`src/rtl/noc_inj_pkg.sv`:
```
// Shared constants for the NoC injection scheduler and the dataout buffer generators.
// State encodings and the node-index width helper live here so both sides agree.
package noc_inj_pkg;

  localparam int DEF_PKT_FLITS  = 30;
  localparam int DEF_GAP_CYCLES = 4;

  localparam logic [1:0] ST_IDLE   = 2'd0;
  localparam logic [1:0] ST_INJECT = 2'd1;
  localparam logic [1:0] ST_GAP    = 2'd2;
  localparam logic [1:0] ST_FIN    = 2'd3;

  function automatic int node_w(input int num_nodes);
    return (num_nodes > 1) ? $clog2(num_nodes) : 1;
  endfunction

endpackage

```
`src/rtl/inj_node_pick.sv`:
```
// Combinational find-first-set over the pending-node mask.
// The lowest set bit wins; any flags that at least one node is still pending.
module inj_node_pick #(
  parameter int N = 16,
  parameter int W = 4
) (
  input  logic [N-1:0] pend,
  output logic [W-1:0] idx,
  output logic         any
);

  always_comb begin
    idx = '0;
    any = 1'b0;
    // Scan downwards so the last hit assigned is the lowest index.
    for (int i = N - 1; i >= 0; i--) begin
      if (pend[i]) begin
        idx = W'(i);
        any = 1'b1;
      end
    end
  end

endmodule

```
`src/rtl/inject_scheduler.sv`:
```
// Walks a node mask in ascending order, enabling one dataout buffer at a time until it has
// delivered a full packet, with an idle gap between nodes. INJ_TIMEOUT_EN adds a silence watchdog.
//
// state  | meaning
// IDLE   | waiting for start
// INJECT | enable[cur_node] held, counting valid flits
// GAP    | enable low, counting idle cycles before next node or FIN
// FIN    | done pulse, busy drops, back to IDLE
module inject_scheduler
  import noc_inj_pkg::*;
#(
  parameter int NUM_NODES  = 16,
  parameter int PKT_FLITS  = DEF_PKT_FLITS,
  parameter int GAP_CYCLES = DEF_GAP_CYCLES,
  parameter int TIMEOUT    = 255
) (
  input  logic                             clk,
  input  logic                             RST,
  input  logic                             start,
  input  logic [NUM_NODES-1:0]             node_mask,
  input  logic [NUM_NODES-1:0]             out_valid,
  output logic [NUM_NODES-1:0]             enable,
  output logic [node_w(NUM_NODES)-1:0]     cur_node,
  output logic                             busy,
  output logic                             done,
  output logic                             err
);

  localparam int NODE_W   = node_w(NUM_NODES);
  localparam int VC_W     = $clog2(PKT_FLITS + 1);
  localparam int GC_W     = (GAP_CYCLES > 1) ? $clog2(GAP_CYCLES) : 1;
  localparam int GAP_LAST = (GAP_CYCLES > 0) ? GAP_CYCLES - 1 : 0;

  logic [1:0]           state;
  logic [NUM_NODES-1:0] pend;
  logic [VC_W-1:0]      vcnt;
  logic [GC_W-1:0]      gcnt;
  logic [NUM_NODES-1:0] cur_oh;
  logic [NUM_NODES-1:0] pick_src;
  logic [NODE_W-1:0]    pick_idx;
  logic                 pick_any;
  logic                 valid_cur;
  logic                 timeout;
  logic                 finish;

  assign cur_oh    = NUM_NODES'(1) << cur_node;
  assign valid_cur = out_valid[cur_node];
  assign finish    = (state == ST_INJECT) &&
                     ((valid_cur && (vcnt == VC_W'(PKT_FLITS - 1))) || timeout);

  // In INJECT the picker looks past the node being retired so a zero gap can chain directly.
  always_comb begin
    pick_src = pend;
    if (state == ST_IDLE)
      pick_src = node_mask;
    else if (state == ST_INJECT)
      pick_src = pend & ~cur_oh;
  end

  inj_node_pick #(
    .N (NUM_NODES),
    .W (NODE_W)
  ) u_pick (
    .pend (pick_src),
    .idx  (pick_idx),
    .any  (pick_any)
  );

`ifdef INJ_TIMEOUT_EN
  localparam int WD_W = $clog2(TIMEOUT + 1);
  logic [WD_W-1:0] wdog;
  logic            err_q;

  assign timeout = (state == ST_INJECT) && !valid_cur && (wdog == WD_W'(TIMEOUT - 1));
  assign err     = err_q;

  always_ff @(posedge clk or posedge RST) begin
    if (RST) begin
      wdog  <= '0;
      err_q <= 1'b0;
    end else begin
      if (state != ST_INJECT || finish || valid_cur)
        wdog <= '0;
      else
        wdog <= wdog + 1'b1;
      if (timeout)
        err_q <= 1'b1;
    end
  end
`else
  assign timeout = 1'b0;
  assign err     = 1'b0;
`endif

  always_ff @(posedge clk or posedge RST) begin
    if (RST) begin
      state    <= ST_IDLE;
      pend     <= '0;
      vcnt     <= '0;
      gcnt     <= '0;
      enable   <= '0;
      cur_node <= '0;
      busy     <= 1'b0;
      done     <= 1'b0;
    end else begin
      done <= 1'b0;
      case (state)
        ST_IDLE: begin
          if (start) begin
            pend <= node_mask;
            busy <= 1'b1;
            vcnt <= '0;
            if (pick_any) begin
              state    <= ST_INJECT;
              cur_node <= pick_idx;
              enable   <= NUM_NODES'(1) << pick_idx;
            end else begin
              state <= ST_FIN;
              done  <= 1'b1;
            end
          end
        end
        ST_INJECT: begin
          if (valid_cur && (vcnt != VC_W'(PKT_FLITS)))
            vcnt <= vcnt + 1'b1;
          if (finish) begin
            enable <= '0;
            pend   <= pend & ~cur_oh;
            if (GAP_CYCLES != 0) begin
              state <= ST_GAP;
              gcnt  <= GC_W'(GAP_LAST);
            end else if (pick_any) begin
              cur_node <= pick_idx;
              vcnt     <= '0;
            end else begin
              state <= ST_FIN;
              done  <= 1'b1;
            end
          end else begin
            // Re-entry from GAP leaves enable low for one cycle; it rises here.
            enable <= cur_oh;
          end
        end
        ST_GAP: begin
          if (gcnt == '0) begin
            if (pick_any) begin
              state    <= ST_INJECT;
              cur_node <= pick_idx;
              vcnt     <= '0;
            end else begin
              state <= ST_FIN;
              done  <= 1'b1;
            end
          end else begin
            gcnt <= gcnt - 1'b1;
          end
        end
        ST_FIN: begin
          busy  <= 1'b0;
          state <= ST_IDLE;
        end
        default: state <= ST_IDLE;
      endcase
    end
  end

endmodule
```
`config.mk`:
```
export PLATFORM = sky130hd
export DESIGN_NAME = inject_scheduler
export DESIGN_NICKNAME = d
export VERILOG_FILES = /design/src/rtl/noc_inj_pkg.sv /design/src/rtl/inj_node_pick.sv /design/src/rtl/inject_scheduler.sv
export SDC_FILE = /design/constraint.sdc
export NUM_CORES = 1
export LEC_CHECK = 0
export CAP_MARGIN = 40
export CORE_ASPECT_RATIO = 1.5
export CORE_MARGIN = 1
export CORE_UTILIZATION = 35
export DETAILED_ROUTE_END_ITERATION = 8
export SLEW_MARGIN = 20
export SYNTH_ARGS = -nofsm -noshare
export SYNTH_HDL_FRONTEND = slang
export SYNTH_SLANG_ARGS = --single-unit
```
`constraint.sdc`:
```
create_clock -name clk -period 2.87 [get_ports clk]
set_input_delay 0.574 -clock clk [delete_from_list [all_inputs] [get_ports clk]]
set_output_delay 0.574 -clock clk [all_outputs]
set_load 0.01 [all_outputs]
```
# Word-level counts from Yosys, hierarchy flattened
# Index checks and enable logic that the tools add are counted.
# word_totals
output_inout_bits	23
in_bits	35
elab_cells	110
reg_bits	47
# classes
n_shift	2
reduce_logical	17
bitwise	2
n_lt_le_gt_ge	1
addsub	2
n_mux	66
n_eq_ne	12
# ops
op	n
two-way mux 16 bit	7
two-way mux 4 bit	19
one-hot mux 16 bit (2 select lines)	2
left shift 1 x 4 -> 16 bit (first input constant)	2
two-way mux 1 bit	21
two-way mux 5 bit	4
AND 16 bit	1
NOT 16 bit	1
one-hot mux 5 bit (3 select lines)	1
AND reduction 3 bit	5
two-way mux 2 bit	6
!= test 2 bit (second input constant)	6
one-hot mux 2 bit (4 select lines)	1
one-hot mux 4 bit (2 select lines)	1
nonzero test 2 bit	4
adder 5 x 1 -> 5 bit (second input constant)	1
equality test 5 bit (second input constant)	1
< comparator 4 x 5 -> 1 bit (second input constant)	1
!= test 5 bit (second input constant)	1
AND reduction 5 bit	1
binary-select mux 1 bit (select 4 bit)	1
equality test 2 bit (second input constant)	2
logical NOT 2 bit	2
one-hot mux 1 bit (2 select lines)	2
7 further kinds	9

# Longest topological paths before layout
# Gate-level depths: netlist of run 1.
# logic_depth
depth_word	25
mapped_depth	12
ltp_nobuf	8

# By module
# Synthesis of run 1 repeated with hierarchy kept, for this count alone.
# hier_totals
hier_cells	393
area_unflattened_um2	3201.8
# by_module_without_submodules
mod	cells_per_inst	n_inst	area_each_um2
inject_scheduler	360	1	3022.9
inj_node_pick	33	1	178.9

# Least setup slack after synthesis of run 1
# Ideal clock, no wire load.
# synth_path
path_type	register -> register
from	reg state[1]
to	reg enable[0]
setup_time_ns	0.096
synth_period_minus_slack_ns	2.583
t_arrival_ns	2.487
slack_ns	0.287
stages_incl_launch_ff	11
path_cell_list	dfrtp_1 > nor2_1 > buf_6 > mux4_2 > o21ai_2 > nand4_1 > o221a_1 > buf_2 > or2_1 > buf_6 > o31ai_1
# synth_via
elab_chain_len	23
# synth_lines
item	line_no	text
start: declaration	inject_scheduler.sv:34	logic [1:0] state;
start signal: assignment	inject_scheduler.sv:97	state <= ST_IDLE;
start signal: assignment	inject_scheduler.sv:114	state <= ST_INJECT;
start signal: assignment	inject_scheduler.sv:118	state <= ST_FIN;
equality test 2 x 1 -> 1 bit	inject_scheduler.sv:48, inject_scheduler.sv:56, inject_scheduler.sv:107	
two-way mux 16 bit	inject_scheduler.sv:56	else if (state == ST_INJECT)
two-way mux 16 bit	inject_scheduler.sv:54	if (state == ST_IDLE)
two-way mux 4 bit (16 in a row)	inj_node_pick.sv:17	if (pend[i]) begin
left shift 1 x 4 -> 16 bit	inject_scheduler.sv:116	enable <= NUM_NODES'(1) << pick_idx;
two-way mux 16 bit	inject_scheduler.sv:113	if (pick_any) begin
two-way mux 16 bit	inject_scheduler.sv:109	if (start) begin
one-hot mux 16 bit (2 select lines)	inject_scheduler.sv:107	case (state)
end signal: assignment	inject_scheduler.sv:116	
end signal: assignment	inject_scheduler.sv:141	enable <= cur_oh;
end: declaration	inject_scheduler.sv:22	output logic [NUM_NODES-1:0] enable,
# Parallel ways exist; a longest one is shown, timed or not. The select of a mux whose other input is x is not followed.
# A chain may end at the register's enable or synchronous reset.

# Worst setup path in the final report of run 1
# layout_path
from	reg cur_node[0]
to	reg cur_node[1]
# layout_via
elab_chain_len	24
# layout_lines
item	line_no	text
start: declaration	inject_scheduler.sv:23	output logic [node_w(NUM_NODES)-1:0] cur_node,
start signal: assignment	inject_scheduler.sv:115	cur_node <= pick_idx;
start signal: assignment	inject_scheduler.sv:133	cur_node <= pick_idx;
start signal: assignment	inject_scheduler.sv:148	cur_node <= pick_idx;
left shift 1 x 4 -> 16 bit (*)	inject_scheduler.sv:46	assign cur_oh = NUM_NODES'(1) << cur_node;
NOT 16 bit (*)	inject_scheduler.sv:57	pick_src = pend & ~cur_oh;
AND 16 bit (*)	inject_scheduler.sv:57	
two-way mux 16 bit (*)	inject_scheduler.sv:56	
two-way mux 16 bit (*)	inject_scheduler.sv:54	
two-way mux 4 bit / two-way mux 1 bit (equally long branches) (16 in a row)	inj_node_pick.sv:17	
two-way mux 4 bit (*)	inject_scheduler.sv:113, inject_scheduler.sv:146	
two-way mux 4 bit (on tied branches)	inject_scheduler.sv:145, inject_scheduler.sv:109	
one-hot mux 4 bit (2 select lines) (*)	inject_scheduler.sv:107	
# Every way passes the cells marked *; elsewhere a longest branch is shown, timed or not. The select of a mux whose other input is x is not followed.

==> results of run 1 <==
-- worst paths after layout --
path | start | to | depth (start not counted)
max | cur_node[0]$_DFFE_PP0P_ | cur_node[1]$_DFFE_PP0P_ | 8
min | enable[4]$_DFFE_PP0P_ | enable[4]$_DFFE_PP0P_ | 2
max reg2reg | cur_node[0]$_DFFE_PP0P_ | cur_node[1]$_DFFE_PP0P_ | 8
min reg2reg | enable[4]$_DFFE_PP0P_ | enable[4]$_DFFE_PP0P_ | 2
max in group asynchronous | RST | cur_node[1]$_DFFE_PP0P_ | 3
min in group asynchronous | RST | vcnt[1]$_DFFE_PP0P_ | 2
-- metal layers --
metal | up-vias | track usage | part of all wire
met1 | 1676 | 0.268 | 0.42
met4 | 0 | 0.0938 | 0.032
li1 | 1628 | - | -
met3 | 26 | 0.0332 | 0.035
met5 | - | 0 | 0
met2 | 70 | 0.400 | 0.51
-- logic make-up (layout without fill, tap and decap cells) --
family / Yosys count / in the layout / synth area share
AO/OA/AOI/OAI: 121 / 121 / 0.259
adder cells (fa/ha/maj): 4 / 4 / 0.0146
buffers and inverters: 46 / 141 / 0.0650
flip-flops: 47 / 47 / 0.343
multiplexers: 14 / 14 / 0.0676
other: 1 / 1 / 0.00109
AND/OR/NAND/NOR: 145 / 145 / 0.249
-- cell type report --
type	count	area share
multi-input combinational	285	0.440
clock buffer	6	0.0272
tap	112	0.0296
clock inverter	2	0.0127
sequential	47	0.249
inverter	16	0.0127
timing repair buffer	117	0.229
-- sequential cells by signal (all words and copies together) (netlist names) --
register,cells
enable,16
gcnt,2
busy,1
pend,16
cur_node,4
state,2
done,1
vcnt,5
-- timing repair --
action,in CTS,in global routing
resized for setup,1,12
hold buffers,0,0
pin swaps,0,2
buffers inserted,0,2
setup endpoints to repair,4,21
-- worst max-delay path: cells and delay by family (launching register included) --
family	cells	cell delay (ns)
compound gates	1	0.25
buf+inv	1	0.17
flops	1	0.41
mux	1	0.36
simple gates	5	1.46
-- power by group through the flow --
stage | sequential [mW] | clock, mW | combinational [mW]
global placement | 1.23 | 0 | 3.64
CTS | 1.22 | 0.765 | 3.69
floorplan | 1.18 | 0 | 2.23
global route | 1.27 | 0.789 | 4.11
detailed placement | 1.23 | 0 | 3.66
finish | 1.23 | 0.761 | 3.81
-- cells in the final DEF, fill, tap and decap left out, types with 6 or more instances in the layout --
cell,count
a21oi_1,19
a22o_1,15
a32oi_1,6
and3_1,6
buf_4,55
clkdlybuf4s50_1,56
dfrtp_1,45
inv_1,14
mux4_2,7
nand2_1,35
nand3_1,11
nand4_1,8
nor2_1,20
nor2b_1,14
o21ai_0,24
o31ai_1,11
-- through the flow --
step / area [um^2] / utilization
after floorplan: 3430 / -
after global placement: 4470 / 0.477
after detailed placement: 4470 / 0.477
after CTS: 4660 / 0.498
after global routing: 4730 / 0.506
final: 4730 / 0.506
-- cells in the mapped netlist (all sizes together) (2+ instances only) --
cell,n
dfrtp,47
nand2,35
o21ai,29
buf,22
nor2,21
a21oi,19
inv,16
a22o,15
nor2b,14
nand3,13
o31ai,11
clkbuf,8
nand4,8
mux4,7
a32oi,6
and3,6
nor4b,6
o221ai,6
or2,6
a22oi,5
nand2b,5
nor3,5
o211ai,5
and4bb,4
ha,4
mux2i,4
nor4,4
a21o,3
and2,3
mux2,3
nor3b,3
o21a,3
or4,3
a21boi,2
a221oi,2
a222oi,2
nand3b,2
o41ai,2
or3b,2
==> metrics.yaml, run 1 <==
leakagePower_nw: 1.96
fillers: 890
crit_path_max_incr_delay_ns: 0.42
grt_pass1_wl_mm: 17.2
path_max_fanout: 20
first_pass_iters: 4
clkTransAtPathRegs_ns: 0.07
max-slew-margin-rel: 0.622
total_power_mw: 5.81
overflow: 0
ys_types: 71
antenna_found_initial: 0
endpoint_kind: "flop"
maxSlewViolCount: 0
slowest_stage: "nor4b_2"
netlist_area_um2: 3430
start_kind: "flop"
maxCapViolations: 0
synth_top_area_cell: "dfrtp_1"
timing.final.crit_period_ns: 2.78
syn_inst: 378
via_per_inst: 5.81
drc_errors: 0
pwr-share-clk: 0.131
grt_max_degree: 26
worst_pin_slew_ns: 0.567
dp_slack_ns: -0.163
io_buffer_count: 56
dp_cells: 575
syn-num-nets: 417
p_int_mw: 3.26
initial_core_util: 0.366
synth_top_cell_area_share: 0.343
setup_ws_ns: 0.0946
htree_levels: 2
avgRoutedWirePerCell_um: 18.6
cts.path.max_buffers: 2
min-delay-path-class: "reg -> reg"
critPathKind: "reg -> reg"
yosysWarnings: 0
switching_share: 0.439
stdcell_count: 585
multi_input_area_um2: 2080
fin_tns_setup_ns: 0
antenna_left: 0
cp.arrival_ns: 2.95
drive_above_1_share: 0.228
setup_viol: 0
rows: 43
combPwrFrac: 0.656
syn-mean-instance-area_um2: 9.06
p_per_area_nw_per_um2: 1230
pwr-share-seq: 0.213
diodes: 0
core-area_um2: 9360
synthArstFlopShare: 1.00
drt-initial-drc-count: 181
hold_viol_final: 0
outcome: "finished, final reports clean"
synth-seq-area-share: 0.343
cts_root_buf: "clkbuf_16"
vias: 3400
holdWs_ns: 0.506
crit_chain: "buf_12 -> nor4b_2 -> o221ai_1 -> nor2_1 -> nand3_2 -> or2_1 -> nand2_1 -> mux2_2"
fin_crit_sh: 0.967
peakVddDrop_v: 0.000677
clk_latency_ns: 0.29
routed_wl_mm: 10.9
clock.fmax_mhz: 360
pin_count: 58
synthFlopType: "dfrtp_1"
synth_edf_count: 0
gp_congestion: 0.916
grt_pass1_vias: 3441
nNetsFinal: 511
clock-sinks: 47
synthTopCellsByArea: "dfrtp_1 (34%), mux4_2 (4.6%), a22o_1 (3.8%), nand2_1 (3.8%), o21ai_0 (3.5%)"
die_h_um: 123
rrSetupSlack_ns: 0.09
required_ns: 3.05
die_w_um: 82.8
p_switching_mw: 2.55
worst_clock_skew_ns: 0.00322
cts_made_buffers: 5
syn2layout_area_growth_pct: 38.2
register_area_um2: 1180
cts_tree: "yes"
track_usage: 0.227
synth_seq_cells: 47
dp_hpwl_mm: 8.18
dieArea_um2: 10200
Note: power is estimated with default switching activity, not from simulation.
==> inputs of run 2 (changes only) <==
- clock period: 2.87 -> 2.9 ns (I/O delays scaled with it)
==> metrics.yaml, run 2 (same netlist as run 1, synthesis figures left out) <==
routed_wl_mm: 10.9  # about the same
fin_crit_sh: 0.946  # was 0.967
cts.path.max_buffers: 2  # unchanged
first_pass_iters: 4  # unchanged
initial_core_util: 0.366  # unchanged
cp.arrival_ns: 2.92  # was 2.95 ns
clock.fmax_mhz: 365  # was 360 MHz
io_buffer_count: 56  # unchanged
cts_tree: "yes"  # unchanged
dp_cells: 575  # unchanged
antenna_found_initial: 0  # unchanged
gp_congestion: 0.952  # was 0.916
crit_chain: "buf_4 -> and4bb_2 -> o221ai_1 -> nor4_4 -> nand3_2 -> or2_1 -> nand2_2 -> mux2_2"  # was buf_12 -> nor4b_2 -> o221ai_1 -> nor2_1 -> nand3_2 -> or2_1 -> nand2_1 -> mux2_2
diodes: 0  # unchanged
timing.critical_path.buf_inv: 1  # unchanged
min-delay-path-class: "reg -> reg"  # unchanged
grt_pass1_wl_mm: 18.0  # was 17.2 mm
drc_errors: 0  # unchanged
grt_pass1_vias: 3419  # was 3,441
max-slew-margin-rel: 0.575  # was 0.622
total_power_mw: 5.79  # was 5.81 mW
maxSlewViolCount: 0  # unchanged
rows: 43  # unchanged
maxCapViolations: 0  # unchanged
vias: 3434  # was 3,400
via_per_inst: 5.88  # was 5.81
crit_path_max_incr_delay_ns: 0.46  # was 0.42 ns
reg_top3: "enable: 16 flops, pend: 16 flops, vcnt: 5 flops"  # unchanged
final_common_cell: "clkdlybuf4s50_1"  # unchanged
worst_clock_skew_ns: 0.00587  # was 0.00322 ns
timing.final.crit_period_ns: 2.74  # was 2.78 ns
critPathKind: "reg -> reg"  # unchanged
die_w_um: 82.8  # unchanged
cts_made_buffers: 5  # unchanged
drt-initial-drc-count: 208  # was 181
htree_levels: 2  # unchanged
final_cell_mix: "clkdlybuf4s50_1 (56), buf_4 (55), dfrtp_1 (46)"  # was clkdlybuf4s50_1 (56), buf_4 (55), dfrtp_1 (45)
setup_viol: 0  # unchanged
antenna_left: 0  # unchanged
avgRoutedWirePerCell_um: 18.7  # was 18.6 um
dp_slack_ns: -0.206  # was -0.163 ns
worst_pin_slew_ns: 0.637  # was 0.567 ns
drive_above_1_share: 0.233  # was 0.228
cts_root_buf: "clkbuf_16"  # unchanged
nNetsFinal: 510  # was 511
pin_count: 58  # unchanged
clkTransAtPathRegs_ns: 0.07  # about the same
leakagePower_nw: 1.96  # about the same
grt_max_degree: 48  # was 26
outcome: "finished, final reports clean"  # unchanged
setup_ws_ns: 0.157  # was 0.0946 ns
syn2layout_area_growth_pct: 38.5  # was 38.2%
track_usage: 0.234  # was 0.227
endpoint_kind: "flop"  # unchanged
core-area_um2: 9360  # unchanged
stdcell_count: 584  # was 585
clock-sinks: 47  # unchanged
dieArea_um2: 10200  # unchanged
hold_buffers: 0  # unchanged
peakVddDrop_v: 0.000713  # was 0.000677 V
hold_viol_final: 0  # unchanged
crit_family: "simple AND/OR/NAND/NOR gates"  # unchanged
dp_hpwl_mm: 8.24  # was 8.18 mm
path_max_fanout: 8  # was 20
p_per_area_nw_per_um2: 1220  # was 1230 nW/um^2
holdWs_ns: 0.506  # about the same
overflow: 0  # unchanged
die_h_um: 123  # unchanged
start_kind: "flop"  # unchanged
clk_latency_ns: 0.30  # was 0.29 ns
grt_setup_unrepaired: "false"
fillers: 917  # was 890
required_ns: 3.08  # was 3.05 ns
slowest_stage: "nor4_4"  # was nor4b_2
==> run 2: area by class of cell <==
| type | instances | area [um^2] | share of cell area |
|---|---|---|---|
| multi-input cells | 285 | 2100 | 0.444 |
| flip-flops and latches | 47 | 1180 | 0.248 |
| repair buffers | 116 | 1070 | 0.226 |
| well taps | 112 | 140 | 0.0295 |
| clock buffers | 6 | 129 | 0.0272 |
| clock inverters | 2 | 60.1 | 0.0127 |
| inverters | 16 | 60.1 | 0.0127 |
==> run 2: routing by layer <==
layer / track usage / vias to the layer above / routed length [um]
met5: 0 / - / 0
met4: 0.0754 / 0 / 194
met3: 0.0310 / 16 / 412
met2: 0.411 / 97 / 5800
met1: 0.289 / 1698 / 4500
li1: - / 1623 / -
==> run 2: report_power, final <==
part           switching [mW]  internal [mW]  total, mW
logic                    2.00           1.81       3.81
clock network           0.264          0.495      0.759
registers               0.276          0.940       1.22
total                    2.54           3.25       5.79
==> run 2: path summary, 6_finish.rpt <==
path / start / endpoint / slack [ns] / depth (start not counted)
setup / recovery: cur_node[0]$_DFFE_PP0P_ / cur_node[1]$_DFFE_PP0P_ / 0.16 / 8
hold reg to reg: enable[0]$_DFFE_PP0P_ / enable[0]$_DFFE_PP0P_ / 0.51 / 2
hold / removal: enable[0]$_DFFE_PP0P_ / enable[0]$_DFFE_PP0P_ / 0.51 / 2
max in group asynchronous: RST / cur_node[3]$_DFFE_PP0P_ / 1.67 / 3
setup reg to reg: cur_node[0]$_DFFE_PP0P_ / cur_node[1]$_DFFE_PP0P_ / 0.16 / 8
min in group asynchronous: RST / pend[4]$_DFFE_PP0P_ / 0.76 / 3
==> run 2: metrics by stage <==
stage,utilization,cell area [um^2],setup TNS (ns)
final,0.507,4740,0
after global routing,0.507,4740,0
after CTS,0.498,4660,0
after detailed placement,0.477,4470,-2.81
after global placement,0.477,4470,-1.72
after floorplan,-,3430,0
==> run 2: worst reg2reg max path: stages (launching register included) <==
cell and delay, ns:
dfrtp_1 0.45, buf_4 0.20, and4bb_2 0.27, o221ai_1 0.23, nor4_4 0.46, nand3_2 0.22, or2_1 0.30, nand2_2 0.13
mux2_2 0.35
==> run 2: repair_timing <==
action | CTS | global route
endpoints found under the setup margin | 23 | 21
endpoints found under the hold margin | 0 | 0
pin swaps | 0 | 1
resized for setup | 1 | 15
buffers inserted | 0 | 1
==> inputs of run 3 (changes only) <==
- PLACE_DENSITY: unset -> 0.63
==> metrics.yaml, run 3 (same netlist as run 1, synthesis figures left out) <==
antenna_found_initial: 0  # unchanged
clock.fmax_mhz: 357  # was 365 MHz
ff2ff_path_depth: 9  # was 8
reg2reg_to: "cur_node[1]$_DFFE_PP0P_"  # unchanged
track_usage: 0.225  # was 0.234
start_kind: "flop"  # unchanged
clock-sinks: 47  # unchanged
crit_path_max_incr_delay_ns: 0.49  # was 0.46 ns
initial_core_util: 0.366  # unchanged
cts.path.max_buffers: 2  # unchanged
syn2layout_area_growth_pct: 36.2  # was 38.5%
min-delay-path-class: "reg -> reg"  # unchanged
core-area_um2: 9360  # unchanged
htree_levels: 2  # unchanged
vias: 3463  # was 3,434
io_buffer_count: 56  # unchanged
leakagePower_nw: 1.93  # was 1.96 nW
dieArea_um2: 10200  # unchanged
design_area_um2: 4670  # was 4740 um^2
via_per_inst: 5.96  # was 5.88
cts_root_buf: "clkbuf_16"  # unchanged
final_common_cell: "clkdlybuf4s50_1"  # unchanged
die_h_um: 123  # unchanged
avgRoutedWirePerCell_um: 18.6  # was 18.7 um
fillers: 907  # was 917
grt_pass1_wl_mm: 17.3  # was 18.0 mm
critPathKind: "reg -> reg"  # unchanged
pin_count: 58  # unchanged
placed_cell_area_um2: 4450  # was 4470 um^2
first_pass_iters: 5  # was 4
slowest_stage: "dfrtp_2"  # was nor4_4
timing.final.crit_period_ns: 2.80  # was 2.74 ns
grt_max_degree: 30  # was 48
drc_errors: 0  # unchanged
diodes: 0  # unchanged
min_path_cells: 2  # unchanged
hold_buffers: 0  # unchanged
fin_tns_setup_ns: 0  # unchanged
reg_top3: "enable: 16 flops, pend: 16 flops, vcnt: 5 flops"  # unchanged
nNetsFinal: 507  # was 510
p_per_area_nw_per_um2: 1200  # was 1220 nW/um^2
grt_pass1_vias: 3432  # was 3,419
antenna_left: 0  # unchanged
grt_setup_unrepaired: "false"  # unchanged
total_power_mw: 5.60  # was 5.79 mW
maxCapViolations: 0  # unchanged
hold_viol_final: 0  # unchanged
rrSetupSlack_ns: 0.1  # was 0.16 ns
crit_family: "simple AND/OR/NAND/NOR gates"  # unchanged
timing.critical_path.buf_inv: 2  # was 1
cpMostUsedCell: "buf_4"
clkTransAtPathRegs_ns: 0.07  # about the same
clk_latency_ns: 0.29  # was 0.30 ns
rows: 43  # unchanged
hold_path.startpoint: "enable[4]$_DFFE_PP0P_"  # was enable[0]$_DFFE_PP0P_
cp.arrival_ns: 2.98  # was 2.92 ns
worst_clock_skew_ns: 0.00330  # was 0.00587 ns
gp_congestion: 0.959  # was 0.952
max-slew-margin-rel: 0.562  # was 0.575
final_cell_mix: "clkdlybuf4s50_1 (56), buf_4 (52), dfrtp_1 (44)"  # was clkdlybuf4s50_1 (56), buf_4 (55), dfrtp_1 (46)
maxSlewViolCount: 0  # unchanged
crit_chain: "buf_4 -> and4bb_2 -> o221ai_1 -> and4bb_1 -> nand3_2 -> buf_4 -> or2_1 -> nand2_1 -> mux2_2"  # was buf_4 -> and4bb_2 -> o221ai_1 -> nor4_4 -> nand3_2 -> or2_1 -> nand2_2 -> mux2_2
rr_startpoint: "cur_node[2]$_DFFE_PP0P_"  # was cur_node[0]$_DFFE_PP0P_
drive_above_1_share: 0.222  # was 0.233
die_w_um: 82.8  # unchanged
drt-initial-drc-count: 279  # was 208
setup_viol: 0  # unchanged
peakVddDrop_v: 0.000557  # was 0.000713 V
required_ns: 3.08  # about the same
cts_tree: "yes"  # unchanged
dp_hpwl_mm: 8.07  # was 8.24 mm
overflow: 0  # unchanged
outcome: "finished, final reports clean"  # unchanged
cts_made_buffers: 5  # unchanged
fin_crit_sh: 0.966  # was 0.946
path_max_fanout: 8  # unchanged
endpoint_kind: "flop"  # unchanged
min_to: "enable[4]$_DFFE_PP0P_"  # was enable[0]$_DFFE_PP0P_
worst_pin_slew_ns: 0.656  # was 0.637 ns
routed_wl_mm: 10.8  # was 10.9 mm
-- run 3: layout make-up --
| cell class | count | area (um^2) | share of cell area |
|---|---|---|---|
| clock inverters | 2 | 35.0 | 0.00751 |
| clock buffers | 6 | 139 | 0.0298 |
| multi-input cells | 285 | 2060 | 0.442 |
| inverters | 16 | 60.1 | 0.0129 |
| well taps | 112 | 140 | 0.0300 |
| repair buffers | 113 | 1050 | 0.225 |
| flip-flops and latches | 47 | 1180 | 0.253 |
-- run 3: stage by stage --
stage / worst slack, ns / utilization / cells / hold slack (ns)
after floorplan: 0.317 / - / 378 / 0.469
after global routing: 0.000580 / 0.498 / 581 / 0.529
final: 0.100 / 0.498 / 581 / 0.502
after CTS: 0.0415 / 0.495 / 580 / 0.512
after detailed placement: -0.165 / 0.475 / 572 / 0.488
after global placement: -0.165 / 0.475 / 572 / 0.483
-- run 3: worst reg2reg max path, cell delays in order (launching register included) --
cell and delay (ns):
dfrtp_2 0.49, buf_4 0.19, and4bb_2 0.34, o221ai_1 0.19, and4bb_1 0.36, nand3_2 0.12
buf_4 0.18, or2_1 0.27, nand2_1 0.19, mux2_2 0.36
-- run 3: where the power goes --
group	leakage (nW)	switching (mW)	internal, mW
Clock	0.0868	0.263	0.429
Sequential	0.589	0.275	0.942
Combinational	1.26	1.96	1.73
Total	1.93	2.49	3.11
-- run 3: timing repair --
item / 4_1_cts / 5_1_grt
endpoints found under the setup margin: 2 / 15
buffers inserted: 0 / 1
pin swaps: 0 / 2
resized for setup: 2 / 8
-- run 3: worst max path at each step --
stage | startpoint | end | depth (start not counted)
after floorplan | state[1]$_DFFE_PP0P_ | enable[0]$_DFFE_PP0P_ | 10
after CTS | cur_node[2]$_DFFE_PP0P_ | enable[9]$_DFFE_PP0P_ | 10
final | cur_node[2]$_DFFE_PP0P_ | cur_node[1]$_DFFE_PP0P_ | 9
after global placement | node_mask[12] | enable[1]$_DFFE_PP0P_ | 8
after detailed placement | node_mask[15] | enable[13]$_DFFE_PP0P_ | 9
after global routing | state[0]$_DFFE_PP0P_ | enable[9]$_DFFE_PP0P_ | 10
-- run 3: layer usage --
layer	wire length [um]	vias up	GRT usage
met5	0	-	0
met4	354	0	0.0948
met3	466	27	0.0391
met2	5480	106	0.381
met1	4540	1710	0.277
li1	-	1620	-
